$ cat config.mk
export PLATFORM = sky130hd
export DESIGN_NAME = direction_input
export DESIGN_NICKNAME = d
export VERILOG_FILES = /design/src/rtl/adventure_pkg.sv /design/src/rtl/button_debouncer.sv /design/src/rtl/direction_input.sv
export SDC_FILE = /design/constraint.sdc
export NUM_CORES = 1
export LEC_CHECK = 0
export CAP_MARGIN = 15
export CELL_PAD_IN_SITES_DETAIL_PLACEMENT = 0
export CELL_PAD_IN_SITES_GLOBAL_PLACEMENT = 1
export CORE_MARGIN = 10
export CORE_UTILIZATION = 45
export CTS_BUF_LIST = sky130_fd_sc_hd__clkbuf_8
export DETAILED_ROUTE_END_ITERATION = 10
export PLACE_DENSITY = 0.83
export SLEW_MARGIN = 15
export SYNTH_ARGS = -nofsm -noshare
export SYNTH_HDL_FRONTEND = slang
export SYNTH_SLANG_ARGS = --single-unit
$ cat constraint.sdc
create_clock -name clk -period 1.7 [get_ports clk]
set_input_delay 0.17 -clock clk [delete_from_list [all_inputs] [get_ports clk]]
set_output_delay 0.17 -clock clk [all_outputs]
set_load 0.01 [all_outputs]
$ cat src/rtl/adventure_pkg.sv
// Shared types and constants for the adventure game front end.
package adventure_pkg;

  localparam int DEFAULT_DEBOUNCE_CYCLES = 4;

  typedef enum logic [3:0] {
    NORTH = 4'b0001,
    SOUTH = 4'b0010,
    EAST  = 4'b0100,
    WEST  = 4'b1000
  } direction_t;

  // The counter width never drops to zero, even for a one-cycle debounce.
  function automatic int cnt_width(input int cycles);
    return (cycles > 1) ? $clog2(cycles) : 1;
  endfunction

endpackage

$ cat src/rtl/button_debouncer.sv
// One button: 2-flop synchronizer, stability counter, debounced level and
// rising-edge press event.
module button_debouncer
  import adventure_pkg::*;
#(
  parameter int DEBOUNCE_CYCLES = DEFAULT_DEBOUNCE_CYCLES
) (
  input  logic clk,
  input  logic reset,
  input  logic btn,
  output logic pe
);

  localparam int CNT_W = cnt_width(DEBOUNCE_CYCLES);
  localparam logic [CNT_W-1:0] CNT_MAX = CNT_W'(DEBOUNCE_CYCLES - 1);
  localparam logic [CNT_W-1:0] CNT_ONE = CNT_W'(1'b1);

  logic             sync1_r;
  logic             sync2_r;
  logic             deb_r;
  logic             deb_d_r;
  logic [CNT_W-1:0] cnt_r;

  // Synchronize, accept a level only after it has been stable long enough.
  always_ff @(posedge clk or posedge reset) begin
    if (reset) begin
      sync1_r <= 1'b0;
      sync2_r <= 1'b0;
      deb_r   <= 1'b0;
      deb_d_r <= 1'b0;
      cnt_r   <= '0;
    end else begin
      sync1_r <= btn;
      sync2_r <= sync1_r;
      deb_d_r <= deb_r;
      if (sync2_r == deb_r) begin
        cnt_r <= '0;
      end else if (cnt_r == CNT_MAX) begin
        deb_r <= sync2_r;
        cnt_r <= '0;
      end else begin
        cnt_r <= cnt_r + CNT_ONE;
      end
    end
  end

  assign pe = deb_r & ~deb_d_r;

endmodule

$ cat src/rtl/direction_input.sv
// Turns four raw direction buttons into single-cycle move strobes, rejecting
// simultaneous presses and ignoring input once the game has ended.
module direction_input
  import adventure_pkg::*;
#(
  parameter int DEBOUNCE_CYCLES = DEFAULT_DEBOUNCE_CYCLES,
  parameter int MOVE_W          = 8
) (
  input  logic              clk,
  input  logic              reset,
  input  logic              btn_n,
  input  logic              btn_s,
  input  logic              btn_e,
  input  logic              btn_w,
  input  logic              game_over,
  output logic              n,
  output logic              s,
  output logic              e,
  output logic              w,
  output logic              conflict,
  output logic [MOVE_W-1:0] moves
);

  localparam logic [MOVE_W-1:0] MOVES_MAX = {MOVE_W{1'b1}};
  localparam logic [MOVE_W-1:0] MOVES_ONE = MOVE_W'(1'b1);

  logic [3:0]        raw_s;
  logic [3:0]        pe_s;
  logic [3:0]        dir_s;
  logic              conflict_s;
  logic              accept_s;
  logic [3:0]        dir_r;
  logic              conflict_r;
  logic [MOVE_W-1:0] moves_r;

  assign raw_s = {btn_w, btn_e, btn_s, btn_n};

  for (genvar i = 0; i < 4; i++) begin : g_btn
    button_debouncer #(
      .DEBOUNCE_CYCLES(DEBOUNCE_CYCLES)
    ) u_debouncer (
      .clk  (clk),
      .reset(reset),
      .btn  (raw_s[i]),
      .pe   (pe_s[i])
    );
  end

  // Arbitrate press events: a lone event is a move, several are a conflict.
  always_comb begin
    dir_s      = 4'b0000;
    conflict_s = 1'b0;
    accept_s   = 1'b0;
    if (game_over) begin
      dir_s      = 4'b0000;
      conflict_s = 1'b0;
      accept_s   = 1'b0;
    end else begin
      case (pe_s)
        4'b0000: begin
          dir_s = 4'b0000;
        end
        NORTH, SOUTH, EAST, WEST: begin
          dir_s    = pe_s;
          accept_s = 1'b1;
        end
        default: begin
          conflict_s = 1'b1;
        end
      endcase
    end
  end

  // Output strobes and the saturating move counter.
  always_ff @(posedge clk or posedge reset) begin
    if (reset) begin
      dir_r      <= 4'b0000;
      conflict_r <= 1'b0;
      moves_r    <= '0;
    end else begin
      dir_r      <= dir_s;
      conflict_r <= conflict_s;
      if (accept_s && (moves_r != MOVES_MAX)) begin
        moves_r <= moves_r + MOVES_ONE;
      end
    end
  end

  assign n        = dir_r[0];
  assign s        = dir_r[1];
  assign e        = dir_r[2];
  assign w        = dir_r[3];
  assign conflict = conflict_r;
  assign moves    = moves_r;

endmodule

---- Word level (Yosys, flattened, before mapping) ----
Index checks and enable logic that the tools add are counted.
cells by class
  muxes and demuxes ....................... 14
  bitwise gates (word level) .............. 12
  eq/ne operators ......................... 13
  $add $sub $neg .......................... 5
  reduce and logical (&&, ||, !) cells .... 8
operators with widths
  cell                   count
  $mux W2                8
  $add A2 B1 Y2 const B  4
  $add A8 B1 Y8 const B  1
  $eq A2 B2 Y1 const B   4
  $mux W4                2
  $ne A8 B8 Y1 const B   1
  $not A1 Y1             8
  $reduce_and A2 Y1      4
  $reduce_or A5 Y1       1
  $and A1 B1 Y1          4
  $eq A1 B1 Y1           4
  $eq A4 B1 Y1 const B   1
  $eq A4 B2 Y1 const B   1
  $eq A4 B3 Y1 const B   1
  $eq A4 B4 Y1 const B   1
  $logic_not A4 Y1       1
  $mux W1                4
  $reduce_or A4 Y1       1
  $logic_and A1 B1 Y1    1
word-level totals
  register bits after elaboration ......... 37
  output and inout bits ................... 13
  bits of input ports ..................... 7
  logic and storage cells ................. 75

---- Logic depth before layout (Yosys ltp) ----
  depth in word-level cells ............... 7
  gate-level depth with buffers ........... 6
  depth with buffers taken out ............ 6

---- Cells and area by module ----
Synthesis repeated with hierarchy kept, for this count alone.
unflattened totals
  cell total of the unflattened synthesis .. 114
  area, all modules ....................... 1505.2 um2
by module, submodules not included
  module            times used  area each (um2)  cells each  sequential area each (um2)
  button_debouncer  4           209.0            13          150.1
  direction_input   1           669.4            62          325.3

---- Least setup slack after synthesis ----
No wires, ideal clock.
  kind .................................... register -> register
  start ................................... register moves_r[0] (netlist: moves[0])
  end ..................................... register moves_r[1] (netlist: moves[1])
  library setup time ...................... 125 ps
  setup slack ............................. 100 ps
  required time ........................... 1575 ps
  period minus slack after synthesis ...... 1600 ps
  buffers on the path ..................... 0
  data arrival time ....................... 1475 ps
  cell stages (with the launch flop) ...... 7
  path through ............................ dfrtp_1 -> ha_1 -> nand3_1 -> nor2_1 -> nor2_1 -> nand2_4 -> mux2_4
between the ends
  cells in the longest elaborated chain, start to end .. 2
  elaborated cells between the ends (all ways) .. 3
  those cells by class .................... 1 x add/sub; 1 x eq/ne; 1 x reduce/logical
ends and longest elaborated chain
  element                                                                RTL line               text
  start: declaration                                                     direction_input.sv:34  logic [MOVE_W-1:0] moves_r;
  start signal: assignment                                               direction_input.sv:84  moves_r <= moves_r + MOVES_ONE;
  parallel branches: the longest is 2 deep, another holds $add A8 B1 Y8  --
Parallel ways; which one is timed is not known.
A chain may end at the register's enable or synchronous reset.

---- Worst setup path in the final report ----
  start ................................... register g_btn[1].u_debouncer.deb_d_r
  end ..................................... register moves_r[1] (netlist: moves[1])
between the ends
  cells in the longest elaborated chain, start to end .. 7
  elaborated cells between the ends (all ways) .. 10
  those cells by class .................... 4 x eq/ne; 2 x mux; 2 x bitwise; 2 x reduce/logical
ends and longest elaborated chain
  element                               RTL line                text
  start: declaration                    button_debouncer.sv:21  logic deb_d_r;
  start signal: assignment              button_debouncer.sv:35  deb_d_r <= deb_r;
  $not A1 Y1 *                          button_debouncer.sv:47  assign pe = deb_r & ~deb_d_r;
  $and A1 B1 Y1 *                       button_debouncer.sv:47
  $eq A4 B1 Y1 (tied with other cells)  direction_input.sv:59   case (pe_s)
  $reduce_or A4 Y1 *                    direction_input.sv:59
  $mux W1 *                             direction_input.sv:59
  $mux W1 *                             direction_input.sv:54   if (game_over) begin
  $logic_and A1 B1 Y1 *                 direction_input.sv:83   if (accept_s && (moves_r != MOVES_MAX)) begin
Every way passes the cells marked *; elsewhere a longest branch is shown, timed or not.

==> flow_metrics.py <==
metrics = {
    "setup_path": {
        "rrSetupSlack_ps": 140,
        "crit_path_end_kind": "flip-flop",
        "cp_data_arrival_time_ps": 1740,
        "worstPathRequired_ps": 1880,
        "cp-startpoint": "g_btn[1].u_debouncer.deb_d_r",
        "reg2reg_from": "g_btn[1].u_debouncer.deb_d_r",
        "start_kind": "flip-flop",
        "crit_type": "reg2reg",
        "path_max_fanout": 8,
    },
    "synth": {
        "synth_most_common_cell": "dfrtp_1",
        "ys_ff_latch": 37,
        "yosys-top-cells-area": "dfrtp_1 (63%), xnor2_1 (6.0%), ha_1 (4.3%), mux2_2 (3.1%), nor2b_1 (3.0%)",
        "ys_types": 26,
        "syn_inst": 111,
        "synth_compound_area_frac": 0.02904,
        "synth_area_per_cell_um2": 13.20,
        "synth_fa_ha_area_frac": 0.04270,
        "synthXorXnorAreaFrac": 0.07088,
        "synthTopCellsByCount": "dfrtp_1 (37), xnor2_1 (10)",
        "synth_top_family_by_area": "simple AND/OR/NAND/NOR gates",
        "syn-cell-area_um2": 1465,
        "synth_edf_count": 0,
        "synth_nets": 123,
        "synthArstFlopShare": 1.000,
        "synth_flop_cell": "dfrtp_1",
        "netlist.area_leader.share": 0.6319,
        "yosys_warnings": 0,
        "synth_largest_area_cell": "dfrtp_1",
        "synthSimpleGateAreaFrac": 0.1742,
        "seq_area_frac_synth": 0.6319,
        "synth_mux_area_frac": 0.04099,
    },
    "placement": {
        "numPortBuffers": 19,
        "dp_hpwl_um": 1699,
        "routabilityCongestion": 0.7798,
        "dp_slack_ps": 153.7,
    },
    "route": {
        "drc": 0,
        "firstDrtPassIters": 4,
        "initialDrtViolationCount": 56,
        "routed_via_density": 4.831,
        "ant_nets": 0,
        "drt-total-wl_um": 2277,
        "vias": 884,
        "wire_per_inst_um": 12.44,
    },
    "cts": {
        "cts.sinks": 37,
        "post-cts-setup-buffer-count": 0,
        "cts_root_buf": "clkbuf_8",
        "ctsResizeCount": 0,
        "cts_inserted_buffers": 5,
        "clk_latency_ps": 290,
        "cts_tree": "built",
        "cts_hold_buf": 0,
        "htreeDepth": 2,
        "clock_path_buffers": 2,
        "clkTransAtPathRegs_ps": 70,
    },
    "global_routing": {
        "grt_max_degree": 38,
        "grt_pass1_wl_um": 4119,
        "grtUsageMet2": 0.1358,
        "antenna_found_initial": 0,
        "grt_use_met3": 0.04429,
        "grt_use_total": 0.08739,
        "gr-total-overflow": 0,
        "grt_pass1_vias": 890,
        "busiest_layer": "met2",
        "gr-usage-met1": 0.09237,
    },
    "final_layout": {
        "diodes": 0,
        "syn2layout_area_growth_pct": 23.40,
        "drive_above_1_share": 0.1295,
        "nets": 151,
    },
    "timing": {
        "max_freq_mhz": 641.1,
        "setup_ws_ps": 140.1,
        "min_period_over_period": 0.9176,
        "setup_viol": 0,
        "hold_ws_ps": 286.9,
        "rsz0062_at_grt": "false",
        "setup_tns_ps": 0,
        "relSlewSlack": 0.7099,
        "maxSlewViolCount": 0,
        "finalHoldViolCount": 0,
        "worst_pin_slew_ps": 435.1,
        "min_period_ps": 1560,
        "fin_skew_ps": 4.890,
    },
    "floorplanning": {
        "die_h_um": 77.06,
        "rows": 20,
        "core_area_um2": 3078,
        "die_w_um": 77.06,
        "start_util": 0.4760,
        "die_area_um2": 5938,
        "ios": 20,
    },
    "pwr": {
        "peakVddDrop_uv": 623.6,
        "leakage_uw": 0.0007999,
        "power_density_nw_per_um2": 1704,
    },
    "flow_run": {
        "maxCapViolCount": 0,
    },
    "hold_path": {
        "hold_class": "in2async",
    },
    "run_status": {
        "outcome": "finished clean",
    },
}
## final timing paths
path,to,cells past startpoint
worst max-delay path,moves[1],5
worst min-delay path,moves[1],3
worst max register to register,moves[1],5
worst min register to register,g_btn[1].u_debouncer.sync2_r,0
max in group asynchronous,dir_r[2],3
min in group clk,g_btn[0].u_debouncer.sync1_r,1
## flip-flops by register name, summed over array words and instances, names as in the netlist
signal and cells:
g_btn.u_debouncer.cnt_r 8, dir_r 4, g_btn.u_debouncer.sync1_r 4, g_btn.u_debouncer.sync2_r 4
conflict 1, moves 8, g_btn.u_debouncer.deb_r 4, g_btn.u_debouncer.deb_d_r 4
## worst max-delay path, stage by stage, from the launching register on
cell and delay [ps]:
dfrtp_1 350, nand2b_1 210, xnor2_2 190, o211ai_4 310, nand2_4 80, mux2_4 310
## area by class of cell
cell class	count	area [um2]
clock inverters	1	3.754
inverters	1	3.754
fillers	255	1270
flip-flops and latches	37	925.9
repair buffers	22	212.7
multi-input cells	72	524.3
clock buffers	6	82.58
well taps	44	55.05
## power by group
group / internal (uW) / switching, uW / total, uW / leakage [uW]
registers: 1150 / 211 / 1360 / 0.000464
logic: 600 / 519 / 1120 / 0.000287
clock network: 315 / 284 / 599 / 0.0000485
## cell usage in the layout (no fill, tap or decap)
master,count
nand4_1,3
and3_1,1
a31oi_1,1
a21oi_1,2
mux2_2,4
clkbuf_8,6
nor2_1,7
nand3b_1,1
nand3_1,7
or3_1,1
nor2b_1,7
mux2_4,1
nor4_1,1
buf_4,3
xnor2_2,1
nand2b_4,1
xnor2_1,10
o211ai_4,1
nand2_4,1
inv_1,2
ha_1,5
clkdlybuf4s50_1,19
dfrtp_1,37
nand2b_1,3
and2b_1,1
nor3_1,7
o21ai_0,1
nand2_1,5
## stage by stage
stage | utilization | total power [uW] | cell area, um2 | cells
floorplan | - | 2159 | 1465 | 111
global placement | 0.5594 | 2457 | 1722 | 176
detailed placement | 0.5594 | 2513 | 1722 | 176
CTS | 0.5874 | 3124 | 1808 | 183
global route | 0.5874 | 3308 | 1808 | 183
finish | 0.5874 | 3080 | 1808 | 183
## cells by family (layout without fill, tap and decap cells)
group                    Yosys count  count (layout)
AND/OR/NAND/NOR                   46              46
flip-flops                        37              37
XOR/XNOR                          11              11
adder cells (fa/ha/maj)            5               5
AO/OA/AOI/OAI                      5               5
multiplexers                       5               5
buffers and inverters              2              30
## layer usage
layer	share of wire	vias up
li1	-	432
met1	0.43	420
met2	0.47	26
met3	0.072	6
met4	0.027	0
met5	0	-
Note: power is estimated with default switching activity, not from simulation.
